File: config.mk
export PLATFORM = sky130hd
export DESIGN_NAME = hazard_scoreboard
export DESIGN_NICKNAME = d
export VERILOG_FILES = /design/src/rtl/hazard_scoreboard_pkg.sv /design/src/rtl/hazard_reg_counter.sv /design/src/rtl/hazard_scoreboard.sv
export SDC_FILE = /design/constraint.sdc
export NUM_CORES = 1
export LEC_CHECK = 0
export ABC_AREA = 1
export BUFFER_PORTS_ARGS = -buffer_cell sky130_fd_sc_hd__buf_2
export CAP_MARGIN = 20
export CORE_ASPECT_RATIO = 2
export CORE_UTILIZATION = 59
export CTS_CLUSTER_SIZE = 16
export DETAILED_ROUTE_END_ITERATION = 7
export PLACE_DENSITY = 0.76
export SYNTH_ARGS = -nofsm -noshare
export SYNTH_HDL_FRONTEND = slang
export SYNTH_SLANG_ARGS = --single-unit
File: constraint.sdc
create_clock -name clk -period 5.7 [get_ports clk]
set_clock_uncertainty 0.1 [all_clocks]
set_input_delay 1.14 -clock clk [delete_from_list [all_inputs] [get_ports clk]]
set_output_delay 1.14 -clock clk [all_outputs]
set_load 0.05 [all_outputs]
File: src/rtl/hazard_scoreboard_pkg.sv
// Shared constants for the hazard scoreboard: producer latency classes and
// the default forward-to-writeback distance.
package hazard_scoreboard_pkg;

   localparam int unsigned LAT_ALU         = 0;
   localparam int unsigned LAT_LOAD        = 1;
   localparam int unsigned LAT_MUL         = 4;
   localparam int unsigned WB_DIST_DEFAULT = 2;

endpackage

File: src/rtl/hazard_reg_counter.sv
// One architectural register's in-flight write tracker: a forwardable
// countdown and a register-file-visible countdown, reload wins over decrement.
module hazard_reg_counter
   import hazard_scoreboard_pkg::*;
#(
   parameter int unsigned CNT_W = 4
) (
   input  logic             clk,
   input  logic             rst,
   input  logic             load_i,
   input  logic [CNT_W-1:0] fwd_val_i,
   input  logic [CNT_W-1:0] wb_val_i,
   output logic [CNT_W-1:0] fwd_cnt_o,
   output logic [CNT_W-1:0] wb_cnt_o
);

   logic [CNT_W-1:0] fwd_cnt_q, fwd_cnt_d;
   logic [CNT_W-1:0] wb_cnt_q,  wb_cnt_d;

   always_comb begin
      fwd_cnt_d = fwd_cnt_q;
      wb_cnt_d  = wb_cnt_q;
      if (load_i) begin
         fwd_cnt_d = fwd_val_i;
         wb_cnt_d  = wb_val_i;
      end else begin
         // saturating decrement, never wraps below zero
         if (fwd_cnt_q != '0) fwd_cnt_d = fwd_cnt_q - CNT_W'(1);
         if (wb_cnt_q  != '0) wb_cnt_d  = wb_cnt_q  - CNT_W'(1);
      end
   end

   always_ff @(posedge clk or negedge rst) begin
      if (!rst) begin
         fwd_cnt_q <= '0;
         wb_cnt_q  <= '0;
      end else begin
         fwd_cnt_q <= fwd_cnt_d;
         wb_cnt_q  <= wb_cnt_d;
      end
   end

   assign fwd_cnt_o = fwd_cnt_q;
   assign wb_cnt_o  = wb_cnt_q;

endmodule

File: src/rtl/hazard_scoreboard.sv
// ID-stage stall decision from per-register in-flight write countdowns.
// Optional stall cycle counter enabled by defining HAZARD_PERF_CNT_EN.
module hazard_scoreboard
   import hazard_scoreboard_pkg::*;
#(
   parameter int unsigned NUM_REGS = 32,
   parameter int unsigned REG_W    = 5,
   parameter int unsigned LAT_W    = 3,
   parameter int unsigned WB_DIST  = WB_DIST_DEFAULT,
   parameter int unsigned CNT_W    = 4
) (
   input  logic                clk,
   input  logic                rst,
   input  logic                issue_valid,
   input  logic                flush,
   input  logic                forward_EN,
   input  logic [REG_W-1:0]    src1_ID,
   input  logic [REG_W-1:0]    src2_ID,
   input  logic                src2_valid,
   input  logic                is_branch,
   input  logic [REG_W-1:0]    dest_ID,
   input  logic                WB_EN_ID,
   input  logic [LAT_W-1:0]    op_lat,
   output logic                hazard_detected,
   output logic [NUM_REGS-1:0] busy_vec
`ifdef HAZARD_PERF_CNT_EN
   ,
   output logic [31:0]         stall_count
`endif
);

   localparam int unsigned CMP_W = CNT_W + 1;

   if (((2 ** CNT_W) - 1) < ((2 ** LAT_W) - 1 + WB_DIST)) begin : g_cnt_w_chk
      $error("hazard_scoreboard: CNT_W too narrow for LAT_W + WB_DIST");
   end
   if (REG_W != $clog2(NUM_REGS)) begin : g_reg_w_chk
      $error("hazard_scoreboard: REG_W must equal clog2(NUM_REGS)");
   end

   logic [CNT_W-1:0] fwd_cnt [NUM_REGS];
   logic [CNT_W-1:0] wb_cnt  [NUM_REGS];
   logic [CNT_W-1:0] fwd_ld_val, wb_ld_val;
   logic             issue;
   logic             use1, use2, fwd_mode, blk1, blk2, waw, hazard;
   logic [CNT_W-1:0] cnt1, cnt2;

   assign fwd_ld_val = CNT_W'(op_lat);
   assign wb_ld_val  = CNT_W'(op_lat) + CNT_W'(WB_DIST);

   // register 0 is hardwired zero and never tracked
   assign fwd_cnt[0]  = '0;
   assign wb_cnt[0]   = '0;
   assign busy_vec[0] = 1'b0;

   for (genvar r = 1; r < NUM_REGS; r++) begin : g_reg
      hazard_reg_counter #(
         .CNT_W (CNT_W)
      ) u_cnt (
         .clk       (clk),
         .rst       (rst),
         .load_i    (issue && WB_EN_ID && (dest_ID == REG_W'(r))),
         .fwd_val_i (fwd_ld_val),
         .wb_val_i  (wb_ld_val),
         .fwd_cnt_o (fwd_cnt[r]),
         .wb_cnt_o  (wb_cnt[r])
      );
      assign busy_vec[r] = (wb_cnt[r] != '0);
   end

   // ID branch compares have no forward path, so they wait for writeback
   always_comb begin
      use1     = (src1_ID != '0);
      use2     = src2_valid && (src2_ID != '0);
      fwd_mode = forward_EN && !is_branch;
      cnt1     = fwd_mode ? fwd_cnt[src1_ID] : wb_cnt[src1_ID];
      cnt2     = fwd_mode ? fwd_cnt[src2_ID] : wb_cnt[src2_ID];
      blk1     = use1 && (cnt1 != '0);
      blk2     = use2 && (cnt2 != '0);
      waw      = WB_EN_ID && (dest_ID != '0) &&
                 ({1'b0, wb_cnt[dest_ID]} > (CMP_W'(op_lat) + CMP_W'(WB_DIST)));
      hazard   = issue_valid && !flush && (blk1 || blk2 || waw);
      issue    = issue_valid && !flush && !hazard;
   end

   assign hazard_detected = hazard;

`ifdef HAZARD_PERF_CNT_EN
   logic [31:0] stall_count_q, stall_count_d;

   always_comb begin
      stall_count_d = stall_count_q;
      if (hazard && (stall_count_q != 32'hFFFF_FFFF)) stall_count_d = stall_count_q + 32'd1;
   end

   always_ff @(posedge clk or negedge rst) begin
      if (!rst) stall_count_q <= '0;
      else      stall_count_q <= stall_count_d;
   end

   assign stall_count = stall_count_q;
`endif

endmodule

==> results of run 1 <==
## worst reg2reg max path: cells and delay by family, from the launching register on
kind	cells	cell delay, ps
AO/OA/AOI/OAI	5	1170
adder cells (fa/ha/maj)	1	270
buffers and inverters	2	440
flip-flops	1	570
AND/OR/NAND/NOR	6	1160
## synthesized netlist by cell type (39+ instances only)
master | instances | share of area, %
xor2_1 | 144 | 6.7
clkbuf_1 | 39 | 0.78
nand2_1 | 726 | 15
dfrtp_1 | 248 | 33
ha_1 | 129 | 8.6
nand3_1 | 225 | 6.0
nor2_1 | 231 | 4.6
buf_2 | 47 | 1.3
inv_1 | 268 | 5.4
nor3_1 | 43 | 1.1
o22ai_1 | 49 | 1.6
o21ai_0 | 344 | 9.2
a21oi_1 | 43 | 1.1
## kinds of logic (layout without fill, tap and decap cells)
kind of cell	count (synthesis)	in the layout	synth area share [%]
AO/OA/AOI/OAI	485	485	14.0
XOR/XNOR	144	144	6.71
adder cells (fa/ha/maj)	129	129	8.59
buffers and inverters	394	415	8.79
flip-flops	248	248	33.0
multiplexers	3	3	0.160
other	1	1	0.0200
AND/OR/NAND/NOR	1285	1285	28.7
## through the flow
step	utilization, %	std cells
after global routing	64.1	3133
after detailed placement	61.5	3090
after global placement	61.5	3090
after floorplan	-	2689
final	64.1	3133
after CTS	64.1	3133
## layout make-up
| cell class | count | share of cell area (%) |
|---|---|---|
| flip-flops and latches | 248 | 30.8 |
| inverters | 276 | 5.14 |
| clock buffers | 37 | 3.58 |
| multi-input cells | 2047 | 54.2 |
| clock inverters | 6 | 0.522 |
| repair buffers | 96 | 3.10 |
| well taps | 423 | 2.63 |
## layer usage
layer / global-route usage [%] / vias to the layer above
li1: - / 8757
met1: 41.8 / 8758
met2: 70.5 / 826
met3: 6.42 / 330
met4: 31.9 / 2
met5: 0 / -
## final timing paths
path / slack (ps) / to / start / depth (start not counted)
worst max-delay path: 310 / hazard_detected / src2_ID[0] / 17
worst min-delay path: 420 / g_reg[11].u_cnt.fwd_cnt_o[1] / rst / 1
worst max register to register: 1830 / g_reg[22].u_cnt.wb_cnt_o[3] / g_reg[19].u_cnt.wb_cnt_o[2] / 14
worst min register to register: 430 / g_reg[8].u_cnt.fwd_cnt_o[3] / g_reg[8].u_cnt.fwd_cnt_o[3] / 2
max in group asynchronous: 3920 / g_reg[29].u_cnt.fwd_cnt_o[1] / rst / 2
min in group clk: 430 / g_reg[8].u_cnt.fwd_cnt_o[3] / g_reg[8].u_cnt.fwd_cnt_o[3] / 2
## sequential cells by signal, summed over array words and instances, names as in the netlist
register	count
g.u_cnt.fwd_cnt_o	124
g.u_cnt.wb_cnt_o	124
## placed cells by master (no fill, tap or decap), types with 2 or more instances in the layout
master     synthesis  layout
nand3b_1          19      19
buf_4             20      36
clkinv_1           5       5
clkbuf_8           0       5
a21oi_1           43      43
xor2_1           144     144
inv_2              3       3
nand3_1          225     225
nor2_1           231     231
or2_2              2       2
nor2_2             4       4
nor3_1            43      43
mux2i_1            3       3
a22o_1             2       2
nor2_4            11      11
a22oi_1            3       3
buf_12             1       3
o31ai_1           22      22
clkbuf_1          39       7
or4_1              2       2
o22ai_1           49      49
dfrtp_1          248     248
o211ai_1          11      11
ha_1             129     129
clkinv_2           0       3
a221oi_1           4       4
nand2_1          726     726
o221ai_1           3       3
buf_2             47      56
bufinv_16          0       3
nand4_1           18      18
clkbuf_16          0      25
o21ai_0          344     344
inv_1            268     268
## power by group through the flow
stage	Combinational (mW)	Sequential (mW)	Clock (mW)
2_1_floorplan	4.69	3.25	0
3_3_place_gp	5.90	3.45	0
3_5_place_dp	6.15	3.48	0
4_1_cts	6.20	3.47	1.75
5_1_grt	7.10	3.59	1.82
6_report	6.27	3.49	1.74
==> flow_summary_export.csv, run 1 <==
group,metric,value,unit
yosys,synth_seq_cells,248,
routing,ant_nets,0,
power_and_ir_drop,p_clk_share,15.1,%
die,num_io_pins,59,
global_routing,grt_usage,40.0,%
yosys,synth_top_flop_cell,"dfrtp_1",
sta,setup_viol,0,
routing,highest_layer,"met5",
global_routing,grt_pass1_wl,99.2,mm
cts,cts.sinks,248,
setup_path,crit_path_cell_trace,"buf_2, inv_1, nand2_1, nor2_1, nor2_1, nand3_1, nand2_1, nand3_1, nand3_1, nand2_1, inv_1, nand2_1, nand3_1, nand3_1, nand2_1, inv_1, buf_2",
routing,drtPass1Iterations,8,
setup_path,max_stage_delay,880,ps
setup_path,worst_setup_path_end_kind,"output port",
routing,wl_met1,22.2,mm
routing,wl_per_cell,20.4,um
die,std_cell_rows,92,
sta,fin_crit_sh,94.5,%
die,die_area,32600,um2
yosys,synth_edf_count,0,
power_and_ir_drop,p_int,5.94,mW
global_routing,grt_start_max_net_pins,111,
power_and_ir_drop,power_density,570,nW/um2
yosys,netlist_area,18800,um2
yosys,async_reset_ff_share,100,%
power_and_ir_drop,switchingPower,5.56,mW
global_routing,first_global_vias,18500,
cts,clockBufferDepth,3,
setup_path,path_class,"in -> out",
yosys,netlist_instances,2689,
setup_path,arrival,4150,ps
routing,routed-wl-met3,4.43,mm
cts,cts.repair.resized,0,
setup_path,slowest_stage,"inv_1",
sta,timing.fmax,186,MHz
placed_design,hpwl,45.9,mm
cts,cts.clk_slew.worst_paths,60,ps
sta,timing.max_slew.rel_slack,27.0,%
sta,finalSetupTns,0,ps
yosys,syn_nets,2844,
placed_design,place.gp.congestion,1.02,
sta,finalHoldViolCount,0,
layout,area_growth,7.27,%
setup_path,path_buf_inv,5,
yosys,ys_seq_area_share,33.0,%
sta,setup_slack,315,ps
routing,wl_met2,31.9,mm
yosys,ys.warnings.count,0,
setup_path,crit_fanout,21,
sta,finalWorstPathRequiredPeriod,5390,ps
die,core,31400,um2
placed_design,place_area,19300,um2
global_routing,gr-total-overflow,0,
layout,nFillCells,2945,
layout,fin_nets,2849,
layout,drive_gt1_share,5.65,%
die,die_h,254,um
cts,root_buffer,"clkbuf_16",
yosys,synth_cell_types,41,
layout,multi_input_area,10900,um2
setup_path,cp-start-kind,"input pin",
routing,drt_wl_total,63.9,mm
power_and_ir_drop,p_sw_share,48.3,%
cts,postCtsHoldBufs,0,
power_and_ir_drop,p_leak,9.91,nW
layout,postLayoutCellArea,20200,um2
power_and_ir_drop,total_power,11.5,mW
power_and_ir_drop,combPwrFrac,54.5,%
run,max_cap_violations,0,
sta,drv_slew,0,
power_and_ir_drop,vdd_ir_drop_max,0.360,mV
cts,cts_buffers,25,
sta,hold_ws,424,ps
die,die_w,128,um
routing,num_vias,18700,
routing,drc,0,
placed_design,pre_cts_ws,462,ps
layout,ff_latch_area,6210,um2
global_routing,antenna_found_initial,1,
placed_design,port_buffers,57,
yosys,synth.avg_cell_area,6.99,um2
sta,rsz0062_at_grt,"false",
cts,cts_max_level,1,
layout,antenna_cells,0,
die,start_util,59.8,%
outcome,status,"finished clean",
cts,clk_latency,580,ps
cts,cts_tree,"yes",
routing,viasPerCell,5.96,
sta,tightest_slew,1090,ps
setup_path,cp.required,4460,ps
setup_path,cp_top_family,"buffers and inverters",
power_and_ir_drop,p_seq_share,30.4,%
routing,drt_iter0_markers,1435,
min_path,hold_path_class,"in -> async",
cts,post-cts-setup-buffer-count,0,
(Power assumes the default switching activity.)
==> run 2, diff against run 1 <==
--- a/config.mk
+++ b/config.mk
@@ -8,11 +8,14 @@
 export ABC_AREA = 1
 export BUFFER_PORTS_ARGS = -buffer_cell sky130_fd_sc_hd__buf_2
 export CAP_MARGIN = 20
+export CELL_PAD_IN_SITES_DETAIL_PLACEMENT = 0
+export CELL_PAD_IN_SITES_GLOBAL_PLACEMENT = 1
 export CORE_ASPECT_RATIO = 2
-export CORE_UTILIZATION = 59
+export CORE_UTILIZATION = 50
 export CTS_CLUSTER_SIZE = 16
 export DETAILED_ROUTE_END_ITERATION = 7
-export PLACE_DENSITY = 0.76
+export PLACE_DENSITY_LB_ADDON = 0.1
 export SYNTH_ARGS = -nofsm -noshare
 export SYNTH_HDL_FRONTEND = slang
+export SYNTH_HIERARCHICAL = 1
 export SYNTH_SLANG_ARGS = --single-unit
==> run 2 against run 1 <==
Against the previous run: non-clock buffer count increased by 5; via count increased by 14%; largest cell class unchanged; critical path depth unchanged; die area increased by 36%; largest power group unchanged; hold slack improved by 27 ps; synthesized area increased by 16%; combinational power increased by 19%; first-iteration DRC count increased by 3.7%; critical path type unchanged.
==> flow_summary_export.csv, run 2 <==
group,metric,value,unit
run,max_cap_violations,0,
placed_design,dpl.cell_count,3792,
power_and_ir_drop,p_clk_share,13.8,%
layout,multi_input_area,13300,um2
power_and_ir_drop,p_seq_share,30.0,%
setup_path,cpMostUsedCell,"nand2_1",
yosys,yosys-top-cells-area,"dfrtp_1 (29%), nand2_1 (14%), nor2_1 (8.0%), ha_1 (7.4%), inv_1 (6.7%)",
global_routing,grt_usage,34.0,%
outcome,status,"finished clean",
layout,nFillCells,4321,
global_routing,grt_pass1_wl,116,mm
sta,timing.fmax,192,MHz
die,die_area,44300,um2
power_and_ir_drop,combPwrFrac,56.2,%
sta,finalWorstPathRequiredPeriod,5210,ps
die,die_h,297,um
die,core,42700,um2
yosys,ys_seq_area_share,28.6,%
routing,drtPass1Iterations,6,
die,start_util,50.9,%
die,die_w,149,um
yosys,ys.warnings.count,6,
routing,drc,0,
setup_path,path_buf_inv,5,
setup_path,crit_fanout,15,
cts,post-cts-setup-buffer-count,0,
sta,setup_viol,0,
layout,layout.cells.non_filler,3839,
power_and_ir_drop,p_int,6.45,mW
global_routing,grt_start_max_net_pins,121,
cts,root_buffer,"clkbuf_16",
layout,final_cell_mix,"nand2_1 (793), nor2_1 (463), inv_1 (385), o21ai_0 (266), dfrtp_1 (248)",
yosys,synth_edf_count,0,
setup_path,arrival,3970,ps
cts,cts_max_level,1,
die,std_cell_rows,107,
global_routing,first_global_vias,20800,
layout,ff_latch_area,6210,um2
routing,num_vias,21300,
power_and_ir_drop,power_density,566,nW/um2
yosys,netlist_instances,3210,
setup_path,slowest_stage,"a2111oi_0",
yosys,yosysMostFrequentCell,"nand2_1",
sta,tightest_slew,920,ps
cts,cts.clk_slew.worst_paths,60,ps
yosys,synth_cell_types,46,
setup_path,crit_path_cell_trace,"buf_2, inv_1, nand2_1, buf_4, o22ai_1, o21ai_0, nand2_1, a2111oi_0, a21oi_1, ha_1, inv_1, nor2_1, o211ai_1, nand2_1, nand4_1, a31oi_1, buf_2",
power_and_ir_drop,vdd_ir_drop_max,0.325,mV
power_and_ir_drop,switchingPower,6.78,mW
cts,cts.sinks,248,
yosys,synth.avg_cell_area,6.77,um2
routing,wl_per_cell,19.5,um
cts,cts_tree,"yes",
setup_path,cp_top_family,"compound AO/OA/AOI/OAI gates",
yosys,synth_seq_cells,248,
cts,cts.repair.resized,0,
placed_design,place.gp.congestion,0.962,
power_and_ir_drop,p_sw_share,51.3,%
setup_path,worst_setup_path_end_kind,"output port",
yosys,synthTopCellsByCount,"nand2_1 (793), nor2_1 (465), inv_1 (385)",
routing,ant_nets,0,
yosys,yosys.area.top_type,"dfrtp_1",
global_routing,gr-total-overflow,0,
routing,drt_wl_total,74.7,mm
cts,clk_latency,590,ps
yosys,synth_top_area_share,28.6,%
placed_design,port_buffers,57,
setup_path,cp-start-kind,"input pin",
die,num_io_pins,59,
yosys,synth_top_flop_cell,"dfrtp_1",
global_routing,antenna_found_initial,2,
routing,drt_iter0_markers,1488,
cts,cts_buffers,27,
sta,drv_slew,0,
cts,clockBufferDepth,3,
power_and_ir_drop,total_power,13.2,mW
setup_path,cp.required,4460,ps
layout,drive_gt1_share,13.3,%
yosys,netlist_area,21700,um2
power_and_ir_drop,p_leak,11.9,nW
sta,finalSetupTns,0,ps
sta,timing.max_slew.rel_slack,38.6,%
sta,finalHoldViolCount,0,
min_path,hold_path_class,"in -> async",
setup_path,max_stage_delay,320,ps
setup_path,path_class,"in -> out",
routing,viasPerCell,5.56,
placed_design,hpwl,54.8,mm
layout,final_common_cell,"nand2_1",
yosys,async_reset_ff_share,100,%
layout,fin_nets,3431,
cts,postCtsHoldBufs,0,
sta,rsz0062_at_grt,"false",
layout,area_growth,7.55,%
sta,fin_crit_sh,91.3,%
run 2: metal layers:
| metal | vias to the layer above | global-route usage (%) | part of all wire, % |
|---|---|---|---|
| met1 | 10000 | 38.3 | 37 |
| met2 | 718 | 60.6 | 51 |
| li1 | 10400 | - | - |
| met4 | 2 | 19.3 | 6.2 |
| met5 | - | 0 | 0.013 |
| met3 | 245 | 3.96 | 5.3 |
run 2: area by class of cell:
type	count	area share [%]
Antenna cell	1	0.0107
Timing Repair Buffer	101	2.95
Sequential cell	248	26.6
Tap cell	545	2.92
Clock buffer	35	3.19
Clock inverter	11	0.493
Multi-Input combinational cell	2475	57.1
Inverter	423	6.81
run 2: per-stage QoR:
stage / util [%] / setup slack [ps] / hold slack (ps) / area (um2)
2_1_floorplan: - / 761 / 456 / 21800
3_3_place_gp: 52.7 / 498 / 476 / 22500
3_5_place_dp: 52.7 / 532 / 485 / 22500
4_1_cts: 54.7 / 517 / 464 / 23400
5_1_grt: 54.7 / 216 / 494 / 23400
6_report: 54.7 / 495 / 451 / 23400
run 2: path summary, 6_finish.rpt:
kind | from | endpoint | slack (ps) | cells past startpoint
min reg2reg | g_reg[15].u_cnt/fwd_cnt_o[0] | g_reg[15].u_cnt/fwd_cnt_o[0] | 490 | 3
min | rst | g_reg[7].u_cnt/fwd_cnt_o[3] | 450 | 1
max reg2reg | g_reg[22].u_cnt/wb_cnt_o[1] | g_reg[26].u_cnt/wb_cnt_o[3] | 1700 | 19
max | dest_ID[0] | hazard_detected | 490 | 17
max in group asynchronous | rst | g_reg[31].u_cnt/fwd_cnt_o[3] | 3830 | 2
min in group clk | g_reg[15].u_cnt/fwd_cnt_o[0] | g_reg[15].u_cnt/fwd_cnt_o[0] | 490 | 3
run 2: power by group through the flow:
stage / combinational, mW / sequential (mW) / clock (mW)
floorplan: 5.95 / 3.48 / 0
global placement: 7.20 / 3.95 / 0
detailed placement: 7.41 / 3.97 / 0
CTS: 7.43 / 3.95 / 1.85
global route: 8.46 / 4.08 / 1.92
finish: 7.43 / 3.97 / 1.82
run 2: worst reg2reg max path: stages (launching register included):
cell       delay [ps]
dfrtp_1           410
inv_1             190
o22ai_1           110
o21ai_0           190
nand2_1            90
a2111oi_0         320
a21oi_1           110
ha_1              310
inv_1              60
nor2_1             30
o211ai_1          150
nand2_1            70
nand4_1           170
nand4_4           130
buf_4             240
nor2_1            610
inv_2             220
nand3_2           200
o21ai_0           100
nor2_1            110
run 2: cell families after synthesis:
kind of cell | Yosys count | share of synthesized area (%)
compound gates | 606 | 17.1
buf+inv | 518 | 10.6
other cells | 1 | 0.0173
xor+xnor | 62 | 2.50
fa+ha+maj | 129 | 7.43
flops | 248 | 28.6
simple gates | 1646 | 33.7
